**config.mk**
```make
export PLATFORM = sky130hd
export DESIGN_NAME = operand_fwd_stage
export DESIGN_NICKNAME = d
export VERILOG_FILES = /design/src/rtl/operand_fwd_stage.sv
export SDC_FILE = /design/constraint.sdc
export NUM_CORES = 1
export LEC_CHECK = 0
export CAP_MARGIN = 15
export CORE_MARGIN = 1
export CORE_UTILIZATION = 36
export CTS_BUF_LIST = sky130_fd_sc_hd__clkbuf_4 sky130_fd_sc_hd__clkbuf_8
export DETAILED_ROUTE_END_ITERATION = 10
export PLACE_DENSITY = 0.83
export SYNTH_ARGS = -nofsm -noshare
export SYNTH_HDL_FRONTEND = slang
export SYNTH_SLANG_ARGS = --single-unit
```
**constraint.sdc**
```tcl
create_clock -name clk_i -period 2.9 [get_ports clk_i]
set_clock_uncertainty 0.1 [all_clocks]
set_input_delay 0.58 -clock clk_i [delete_from_list [all_inputs] [get_ports clk_i]]
set_output_delay 0.58 -clock clk_i [all_outputs]
set_load 0.1 [all_outputs]
```
**src/rtl/operand_fwd_stage.sv**
```systemverilog
// rtl/operand_fwd_stage.sv - operand forwarding select with registered valid/ready output slot (optional FWD_STATS_EN counters)
module operand_fwd_stage #(
    parameter int WIDTH   = 32,
    parameter int ADDR_W  = 5,
    parameter int NUM_SRC = 2,
    parameter int SEL_W   = $clog2(NUM_SRC + 1)
) (
    input  logic                       clk_i,
    input  logic                       rst_i,
    input  logic                       in_valid_i,
    output logic                       in_ready_o,
    input  logic [ADDR_W-1:0]          rs_addr_i,
    input  logic [WIDTH-1:0]           rf_data_i,
    input  logic [NUM_SRC-1:0]         src_wen_i,
    input  logic [NUM_SRC*ADDR_W-1:0]  src_addr_i,
    input  logic [NUM_SRC*WIDTH-1:0]   src_data_i,
    input  logic [NUM_SRC-1:0]         src_ready_i,
    input  logic                       flush_i,
    output logic                       out_valid_o,
    input  logic                       out_ready_i,
    output logic [WIDTH-1:0]           data_o,
    output logic [SEL_W-1:0]           fwd_sel_o,
    output logic                       hazard_o
`ifdef FWD_STATS_EN
    ,
    output logic [31:0]                fwd_cnt_o,
    output logic [31:0]                stall_cnt_o
`endif
);

    logic [NUM_SRC-1:0] match;
    logic               hit;
    logic               win_ready;
    logic [WIDTH-1:0]   sel_data;
    logic [SEL_W-1:0]   sel_code;
    logic               accept;

    always_comb begin
        for (int k = 0; k < NUM_SRC; k++) begin
            match[k] = src_wen_i[k]
                    && (src_addr_i[k*ADDR_W +: ADDR_W] == rs_addr_i)
                    && (rs_addr_i != '0);
        end
    end

    // Walk from oldest to youngest so the youngest match overwrites; a
    // not-ready young match therefore shadows any older ready one.
    always_comb begin
        hit       = 1'b0;
        win_ready = 1'b1;
        sel_data  = rf_data_i;
        sel_code  = '0;
        for (int k = NUM_SRC - 1; k >= 0; k--) begin
            if (match[k]) begin
                hit       = 1'b1;
                win_ready = src_ready_i[k];
                sel_data  = src_data_i[k*WIDTH +: WIDTH];
                sel_code  = SEL_W'(k + 1);
            end
        end
    end

    assign hazard_o   = in_valid_i && hit && !win_ready;
    assign in_ready_o = (!out_valid_o || out_ready_i) && !hazard_o;
    assign accept     = in_valid_i && in_ready_o && !flush_i;

    always_ff @(posedge clk_i) begin
        if (!rst_i) begin
            out_valid_o <= 1'b0;
            data_o      <= '0;
            fwd_sel_o   <= '0;
        end else if (flush_i) begin
            out_valid_o <= 1'b0;
        end else if (accept) begin
            out_valid_o <= 1'b1;
            data_o      <= sel_data;
            fwd_sel_o   <= sel_code;
        end else if (out_ready_i) begin
            out_valid_o <= 1'b0;
        end
    end

`ifdef FWD_STATS_EN
    always_ff @(posedge clk_i) begin
        if (!rst_i) begin
            fwd_cnt_o   <= '0;
            stall_cnt_o <= '0;
        end else begin
            if (accept && (sel_code != '0) && (fwd_cnt_o != 32'hFFFF_FFFF))
                fwd_cnt_o <= fwd_cnt_o + 32'd1;
            if (hazard_o && (stall_cnt_o != 32'hFFFF_FFFF))
                stall_cnt_o <= stall_cnt_o + 32'd1;
        end
    end
`endif

endmodule

```
=== Word level (Yosys, flattened, before mapping) ===
Cells that the tools add are included.

* Register bits after elaboration: 35
* Input port bits: 120
* Output and inout bits: 37
* Word-level logic and storage cells: 35

* Equality and inequality tests: 2
* Muxes and demuxes: 10
* Bitwise gates (word level): 2
* Reduce and logical (&&, ||, !) cells: 18

{| class="wikitable"
|+ Operators with widths
! operator !! number
|-
| $mux 32 || 2
|-
| $eq 5x5->1 || 2
|-
| $logic_and 1x1->1 || 9
|-
| $mux 1 || 6
|-
| $reduce_bool 5->1 || 1
|-
| $logic_not 1->1 || 4
|-
| $mux 2 || 2
|-
| $not 1->1 || 2
|-
| $reduce_and 2->1 || 1
|-
| $reduce_bool 2->1 || 1
|-
| $reduce_or 2->1 || 1
|-
| $logic_or 1x1->1 || 1
|}

=== Logic depth before layout (Yosys ltp) ===
Gate-level depths: netlist of run 1.

* Word-level depth: 12
* Gate-level depth with buffers: 9

=== Least setup slack after synthesis of run 1 ===
OpenSTA, ideal clock, no wires.

* Kind: input -> output
* From: input port src_addr_i[4]
* To: output port in_ready_o
* Arrival: 3.656 ns
* Required time: 2.220 ns
* Slack: -1.436 ns
* Stages on the path: 8
* Path buffers: 2
* Cells stage by stage: xor2_1 > nor4_2 > and4b_1 > buf_6 > buf_2 > nor3_1 > o21a_1 > nor2_1

* Longest elaborated chain between the ends: 8
* Elaborated cells on any way between the ends: 10
* Classes of those cells: eq/ne (1); mux (2); reduce/logical (7)

{| class="wikitable"
|+ Ends and longest elaborated chain
! item !! line !! source
|-
| start: declaration || 15 || <nowiki>input logic [NUM_SRC*ADDR_W-1:0] src_addr_i,</nowiki>
|-
| $eq 5x5->1 (*) || 41 || <nowiki>&& (src_addr_i[k*ADDR_W +: ADDR_W] == rs_addr_i)</nowiki>
|-
| $logic_and 1x1->1 (*) || 41 ||
|-
| $logic_and 1x1->1 (*) || 42 || <nowiki>&& (rs_addr_i != '0);</nowiki>
|-
| $mux 1 || 54 || <nowiki>if (match[k]) begin</nowiki>
|-
| $logic_and 1x1->1 / $logic_not 1->1 (equally long branches) || 63 || <nowiki>assign hazard_o = in_valid_i && hit && !win_ready;</nowiki>
|-
| $logic_and 1x1->1 (*) || 63 ||
|-
| named net hazard_o || 23 || <nowiki>output logic hazard_o</nowiki>
|-
| $logic_not 1->1 (*) || 64 || <nowiki>assign in_ready_o = (!out_valid_o || out_ready_i) && !hazard_o;</nowiki>
|-
| $logic_and 1x1->1 (*) || 64 ||
|-
| end: declaration || 11 || <nowiki>output logic in_ready_o,</nowiki>
|}

The timed path passes the listed nets; every way through them passes the cells marked *.

=== Worst setup path in the final report of run 1 ===
* From: input port src_addr_i[3]
* To: output port in_ready_o

* Longest elaborated chain between the ends: 8
* Elaborated cells on any way between the ends: 10
* Classes of those cells: eq/ne (1); mux (2); reduce/logical (7)

{| class="wikitable"
|+ Ends and longest elaborated chain
! item !! line
|-
| $eq 5x5->1 (*) || 41
|-
| $logic_and 1x1->1 (*) || 41
|-
| $logic_and 1x1->1 (*) || 42
|-
| $mux 1 || 54
|-
| $logic_and 1x1->1 / $logic_not 1->1 (equally long branches) || 63
|-
| $logic_and 1x1->1 (*) || 63
|-
| $logic_not 1->1 (*) || 64
|-
| $logic_and 1x1->1 (*) || 64
|}

Mark *: on every way between the ends. The rest lies on a longest branch, timed or not.

==> results of run 1 <==
synthesized netlist by cell type (2+ instances only):
master,instances
sky130_fd_sc_hd__buf_2,5
sky130_fd_sc_hd__clkbuf_1,2
sky130_fd_sc_hd__nor3_1,2
sky130_fd_sc_hd__buf_6,7
sky130_fd_sc_hd__xor2_1,9
sky130_fd_sc_hd__dfxtp_1,35
sky130_fd_sc_hd__nor2_1,5
sky130_fd_sc_hd__nor3b_1,2
sky130_fd_sc_hd__mux2_2,36
sky130_fd_sc_hd__mux2_4,28
sky130_fd_sc_hd__nor4_2,2
sky130_fd_sc_hd__nand2_1,3
sky130_fd_sc_hd__a22o_1,32
sky130_fd_sc_hd__inv_1,2
final cells by class:
cell class	instances	area, um^2	share of cell area
Timing Repair Buffer	170	1620	0.412
Multi-Input combinational cell	132	1420	0.362
Sequential cell	35	701	0.178
Tap cell	75	93.8	0.0239
Clock buffer	6	76.3	0.0194
Clock inverter	2	12.5	0.00318
Inverter	2	7.51	0.00191
path summary, 6_finish.rpt:
path | startpoint | endpoint | slack (ns) | depth (start not counted)
setup / recovery | src_addr_i[3] | in_ready_o | 0.10 | 8
hold / removal | fwd_sel_o[0]$_SDFFE_PN0P_ | fwd_sel_o[0]$_SDFFE_PN0P_ | 0.37 | 2
setup reg to reg | out_valid_o$_SDFFE_PP0P_ | data_o[9]$_SDFFE_PN0P_ | 0.94 | 7
hold reg to reg | fwd_sel_o[0]$_SDFFE_PN0P_ | fwd_sel_o[0]$_SDFFE_PN0P_ | 0.37 | 2
cell families after synthesis:
logic type | after synthesis | share of synthesized area
DFF | 35 | 0.317
xor gates and xnor gates | 10 | 0.0396
and+or+nand+nor | 20 | 0.0623
buffers and inverters | 16 | 0.0538
AOI/OAI and AO/OA | 37 | 0.149
muxes | 65 | 0.378
state kept, by name, summed over array words and instances (netlist names):
name / cells
fwd_sel_o: 2
out_valid_o: 1
data_o: 32
per-stage QoR:
step                hold slack [ns]   util  cell area, um^2  total power [mW]
global route                  0.392  0.664             3930              1.49
global placement              0.345  0.648             3840              1.08
detailed placement            0.355  0.648             3840              1.09
CTS                           0.365  0.664             3930              1.44
floorplan                     0.613      -             2250             0.849
finish                        0.367  0.664             3930              1.42
worst max-delay path, stage by stage:
cell and delay, ns:
sky130_fd_sc_hd__clkdlybuf4s15_1 0.18, sky130_fd_sc_hd__xor2_1 0.17, sky130_fd_sc_hd__nor4_2 0.31, sky130_fd_sc_hd__and4b_2 0.31, sky130_fd_sc_hd__nor3_4 0.06, sky130_fd_sc_hd__o21a_4 0.24
sky130_fd_sc_hd__nor2_4 0.10, sky130_fd_sc_hd__buf_12 0.18
power breakdown:
group	internal, mW	leakage [nW]	total, mW	switching (mW)
Clock	0.177	0.0446	0.351	0.174
Combinational	0.265	1.42	0.549	0.284
Sequential	0.505	0.286	0.519	0.0134
Total	0.947	1.75	1.42	0.471
placed cells by master (no fill, tap or decap), drive strengths merged, types with 2 or more instances in the layout:
master / count
a22o: 32
buf: 51
clkbuf: 9
clkdlybuf4s15: 2
clkdlybuf4s50: 105
dfxtp: 35
dlygate4sd2: 7
dlymetal6s2s: 2
inv: 2
mux2: 64
nand2: 3
nor2: 5
nor3: 2
nor3b: 2
nor4: 2
xor2: 9
per-layer routing:
metal,track usage,vias to the layer above,wire length (um)
met3,0.0545,2,558
li1,-,1016,-
met2,0.372,99,3200
met4,0.0536,0,27
met1,0.208,959,2510
met5,0,-,0
what timing repair did:
action                                  CTS  global route
endpoints found under the setup margin    2             2
pin swaps                                 9             7
setup buffers                             4             0
gates resized for setup                  12            10
==> metrics.log, run 1 <==
[metrics] CP Capture Type: primary output
[metrics] Post-DP HPWL: about 5000 um
[metrics] area of the die: 6460 um^2
[metrics] I/O pin cnt: between 150 and 200
[metrics] total nets after synthesis: 303
[metrics] clock root cell: sky130_fd_sc_hd__clkbuf_8
[metrics] run status: completed
[metrics] Post-synth top flop: sky130_fd_sc_hd__dfxtp_1
[metrics] Clock transition at path regs: about 0.07 ns
[metrics] Final Hold Fails: 0
[metrics] critical path peak fanout: 2
[metrics] pre-CTS setup slack: -0.258 ns
[metrics] per-cell routed wire length: between 10 and 15 um
[metrics] top cell type's share of synthesized area: 0.317
[metrics] number of antenna violations at the first check in global routing: 0
[metrics] final antenna diode count: 0
[metrics] number of nets with antenna violations after detailed routing: 0
[metrics] Synth warnings: 0
[metrics] final weighted congestion in routability-driven placement: 0.683
[metrics] synthesis-to-finish area growth: 77.8%
[metrics] cell area after synthesis: roughly 2200 um^2
[metrics] RSZ-0062 raised after global routing: no
[metrics] arrival time at the worst endpoint: 2.12 ns
[metrics] net total in the final layout: approximately 470
[metrics] relative slew slack: 0.745
[metrics] required time at the endpoint of the critical path: between 2 and 2.5 ns
[metrics] Netlist cell types: 27
[metrics] buffer levels on the longest clock path: 2
[metrics] final critical-path setup slack: a little over 0.1 ns
[metrics] vias in the first global route: ~2.1k
[metrics] dominant cell type by area after synthesis: sky130_fd_sc_hd__dfxtp_1
[metrics] sequential-to-total area share from yosys stat: 0.317
[metrics] maximum ir drop on the vdd rail: ~0.18 mV
[metrics] number of synthesized flops with an enable pin: 0
[metrics] maximum number of pins on one net before global-route repair: 35
[metrics] total wirelength of the detailed-routed design: about 6300 um
[metrics] global-route wire length before repair: between 9000 and 10000 um
[metrics] Maximum Capacitance Violations: 0
[metrics] worst hold-check path type: reg -> reg
[metrics] syn_area_per_cell: between 10 and 15 um^2
[metrics] maximum level of the CTS H-tree: 2
[metrics] number of endpoints failing setup at the final stage: 0
[metrics] total CTS buffers: 5
[metrics] worst setup path category: in -> out
[metrics] final cell count without fillers: roughly 420
[metrics] proportion of layout cells with a drive suffix above 1: 0.389
[metrics] Slew Limit Fails: 0
[metrics] number of standard-cell rows in the floorplan: 28
[metrics] fraction of synthesis flops using an asynchronous set or reset pin: 0
[metrics] die span in x: between 80 and 90 um
[metrics] placed cells: between 400 and 500
[metrics] Setup TNS: 0 ns
[metrics] count of filler cells inserted in the layout: 488
[metrics] Tightest Pin Transition: 0.381 ns
[metrics] Iter 0 DRT Violations: 32
[metrics] portion of the clock cycle consumed by the worst path in the final layout: 0.964
[metrics] routed via count divided by cell count: between 4 and 5
[metrics] Num Clock Sinks: 35
[metrics] CTS hold repair buffers: 0
[metrics] time the final worst path needs with I/O delays and setup: ~2.8 ns
[metrics] CTS tree: done
[metrics] source-to-sink clock delay at the later pin of the worst-skew pair: roughly 0.28 ns
[metrics] element type at the critical path start: primary input
[metrics] number of detailed-routing iterations run before antenna repair: 4
[metrics] GRT overflow: 0
[metrics] static leakage: roughly 1.7 nW
[metrics] combined global-route utilization of all metal layers: 0.196
[metrics] count of buffers inserted at the top-level ports: 156
[metrics] DRC errors left: 0
[metrics] areal power density over the cells: 361 nW/um^2
[metrics] DR vias: just over 2k
[metrics] area of the core region: around 5900 um^2
[metrics] top achievable clock speed: between 300 and 400 MHz
[metrics] Area contributors post-synth: sky130_fd_sc_hd__dfxtp_1, sky130_fd_sc_hd__mux2_4, sky130_fd_sc_hd__mux2_2, sky130_fd_sc_hd__a22o_1, sky130_fd_sc_hd__buf_6
[metrics] gate count of the mapped netlist: 183
[metrics] flip-flop and latch count after synthesis: 35
[metrics] height of the die: 80.4 um
[metrics] initial core utilization: 0.373
Power figures use the tool's default switching activity.
==> inputs of run 2 (changes only) <==
==> constraint.sdc (replaced) <==
create_clock -name clk_i -period 2.83 [get_ports clk_i]
set_clock_uncertainty 0.1 [all_clocks]
set_input_delay 0.566 -clock clk_i [delete_from_list [all_inputs] [get_ports clk_i]]
set_output_delay 0.566 -clock clk_i [all_outputs]
set_load 0.1 [all_outputs]
==> run 2 against run 1 <==
Against the previous run: global-route usage about the same; critical endpoint unchanged; sequential power up 3%; first-iteration DRC count up 110%; worst setup slack worse by 0.011 ns; cell count up 0.24%; routed wire length up 0.49%; core utilization up 0.70 points; largest cell class unchanged; critical path depth unchanged; die area unchanged; register-to-register slack worse by 0.13 ns.
==> metrics.log, run 2 (synthesis results as in run 1) <==
[metrics] top achievable clock speed: roughly 370 MHz
[metrics] critical path peak fanout: 2 (unchanged)
[metrics] relative slew slack: 0.730 (-0.0146)
[metrics] placed inst area: 3840 um^2 (unchanged)
[metrics] number of nets with antenna violations after detailed routing: 0 (unchanged)
[metrics] Post-DP HPWL: 4970 um (+1.3%)
[metrics] global-route wire length before repair: 9630 um (-1.2%)
[metrics] clock root cell: sky130_fd_sc_hd__clkbuf_8
[metrics] worst stage delay on the critical path: 0.31 ns (about the same)
[metrics] Hold Path Stages: 2 (unchanged)
[metrics] first element of the critical path: src_addr_i[2]
[metrics] time the final worst path needs with I/O delays and setup: around 2.7 ns
[metrics] Slew Limit Fails: 0 (unchanged)
[metrics] setup slack on the worst flop-to-flop path: 0.81 ns (-0.13 ns)
[metrics] proportion of layout cells with a drive suffix above 1: 0.405 (+0.0161)
[metrics] CTS tree: done
[metrics] synthesis-to-finish area growth: 79.6%
[metrics] portion of the clock cycle consumed by the worst path in the final layout: 0.967
[metrics] final standard cell area without fillers: 3970 um^2 (+1.1%)
[metrics] run status: completed
[metrics] arrival time at the worst endpoint: 2.07 ns (-0.05 ns)
[metrics] number of antenna violations at the first check in global routing: 0 (unchanged)
[metrics] CP Capture Type: primary output
[metrics] worst-path cell chain: clkdlybuf4s15_1, xor2_1, nor4_2, and4b_2, nor3_4, o21a_4, nor2_4, buf_12
[metrics] buffer levels on the longest clock path: 2 (unchanged)
[metrics] Setup TNS: 0 ns (unchanged)
[metrics] worst setup path category: in -> out
[metrics] height of the die: 80.4 um (unchanged)
[metrics] final antenna diode count: 0 (unchanged)
[metrics] area of the die: 6460 um^2 (unchanged)
[metrics] beginning of the worst hold path: fwd_sel_o[0]$_SDFFE_PN0P_
[metrics] RSZ-0062 raised after global routing: no
[metrics] Final Hold Fails: 0 (unchanged)
[metrics] Clock transition at path regs: 0.07 ns (about the same)
[metrics] initial core utilization: 0.373 (unchanged)
[metrics] Maximum Capacitance Violations: 0 (unchanged)
[metrics] endpoint of the worst hold path: fwd_sel_o[0]$_SDFFE_PN0P_
[metrics] combined global-route utilization of all metal layers: 0.196 (+0.000426)
[metrics] number of detailed-routing iterations run before antenna repair: 4 (unchanged)
[metrics] most frequent cells in the layout: sky130_fd_sc_hd__clkdlybuf4s50_1, sky130_fd_sc_hd__buf_4, sky130_fd_sc_hd__mux2_2, sky130_fd_sc_hd__dfxtp_1, sky130_fd_sc_hd__a22o_1
[metrics] source-to-sink clock delay at the later pin of the worst-skew pair: 0.28 ns (about the same)
[metrics] maximum level of the CTS H-tree: 2 (unchanged)
[metrics] largest registers in the final layout: data_o (32), fwd_sel_o (2), out_valid_o (1)
[metrics] maximum number of pins on one net before global-route repair: 35 (unchanged)
[metrics] Power Total: 1.56 mW (+9.7%)
[metrics] areal power density over the cells: 392 nW/um^2 (+8.5%)
[metrics] net total in the final layout: 467 (+0.21%)
[metrics] number of flip-flops under the largest register name: 32 (unchanged)
[metrics] vias in the first global route: 1998 (-6.2%)
[metrics] Iter 0 DRT Violations: 66 (+110%)
[metrics] pre-CTS setup slack: -0.339 ns (-0.0814 ns)
[metrics] utilization after layout: 0.671 (+0.00697)
[metrics] startpoint of the worst-slack reg-to-reg timing path: out_valid_o$_SDFFE_PP0P_
[metrics] worst hold-check path type: reg -> reg
[metrics] final critical-path setup slack: 0.0931 ns (-0.0107 ns)
[metrics] Num Clock Sinks: 35 (unchanged)
[metrics] most common cell after layout, fill and taps aside: sky130_fd_sc_hd__clkdlybuf4s50_1
[metrics] static leakage: 1.76 nW (+0.61%)
[metrics] required time at the endpoint of the critical path: 2.16 ns (-0.06 ns)
[metrics] count of buffers inserted at the top-level ports: 156 (unchanged)
[metrics] routed via count divided by cell count: 4.92 (about the same)
[metrics] area of the core region: 5920 um^2 (unchanged)
[metrics] R2R depth: 7 (unchanged)
[metrics] number of standard-cell rows in the floorplan: 28 (unchanged)
[metrics] DRC errors left: 0 (unchanged)
[metrics] reg-to-reg endpoint: data_o[9]$_SDFFE_PN0P_
[metrics] die span in x: 80.4 um (unchanged)
[metrics] per-cell routed wire length: 14.9 um (+0.26%)
[metrics] total CTS buffers: 5 (unchanged)
[metrics] Tightest Pin Transition: 0.403 ns (+0.0218 ns)
[metrics] maximum ir drop on the vdd rail: 0.199 mV (+12%)
[metrics] final weighted congestion in routability-driven placement: 0.690 (+1.0%)
[metrics] register name with the most flops: data_o
[metrics] count of filler cells inserted in the layout: 496 (+1.6%)
[metrics] total wirelength of the detailed-routed design: 6320 um (+0.49%)
[metrics] slowest library cell on the worst path: sky130_fd_sc_hd__and4b_2
[metrics] number of endpoints failing setup at the final stage: 0 (unchanged)
[metrics] element type at the critical path start: primary input
[metrics] DR vias: 2082 (+0.29%)
[metrics] I/O pin cnt: 157 (unchanged)
[metrics] GRT overflow: 0 (unchanged)
[run 2: per-stage QoR]
step | hold slack [ns] | cells
2_1_floorplan | 0.599 | 183
3_3_place_gp | 0.345 | 411
3_5_place_dp | 0.358 | 411
4_1_cts | 0.368 | 423
5_1_grt | 0.394 | 423
6_report | 0.372 | 423
[run 2: area by class of cell]
type / instances / area [um^2] / share of cell area
repair buffers: 171 / 1620 / 0.408
clock inverters: 2 / 35.0 / 0.00882
multi-input cells: 132 / 1430 / 0.360
well taps: 75 / 93.8 / 0.0236
clock buffers: 6 / 82.6 / 0.0208
inverters: 2 / 7.51 / 0.00189
flip-flops and latches: 35 / 701 / 0.176
[run 2: what timing repair did]
action	4_1_cts	5_1_grt
endpoints found under the setup margin	22	2
setup buffers	4	0
resized for setup	24	9
pin swaps	9	10
gates cloned	0	0
hold buffers	0	0
[run 2: per-layer routing]
| layer | vias to the layer above | routed length (um) | GRT usage |
|---|---|---|---|
| met3 | 5 | 540 | 0.0625 |
| met5 | - | 0 | 0 |
| met1 | 960 | 2460 | 0.206 |
| li1 | 1014 | - | - |
| met4 | 0 | 63 | 0.0589 |
| met2 | 103 | 3260 | 0.368 |
[run 2: how the worst max path moves through the flow]
stage	cells after the start	to	slack (ns)
after floorplan	8	in_ready_o	-0.26
after global placement	9	data_o[19]$_SDFFE_PN0P_	-0.23
after detailed placement	9	data_o[9]$_SDFFE_PN0P_	-0.34
after CTS	8	in_ready_o	0.01
after global routing	8	in_ready_o	0.002
final	8	in_ready_o	0.09
[run 2: report_power, final]
group          internal (mW)  switching (mW)
logic                  0.273           0.292
registers              0.518          0.0141
clock network          0.285           0.174
[run 2: critical path: cells and delay by family]
family / cells / cell delay (ns)
AO/OA/AOI/OAI: 1 / 0.24
XOR/XNOR: 1 / 0.15
buffers and inverters: 2 / 0.35
AND/OR/NAND/NOR: 4 / 0.76
==> inputs of run 3 (changes only) <==
--- a/config.mk
+++ b/config.mk
@@ -14,3 +14,4 @@
 export SYNTH_ARGS = -nofsm -noshare
 export SYNTH_HDL_FRONTEND = slang
 export SYNTH_SLANG_ARGS = --single-unit
+export TNS_END_PERCENT = 30
==> results of run 3 <==
Same layout as run 2: the final DEF is identical, and so are final timing and power.
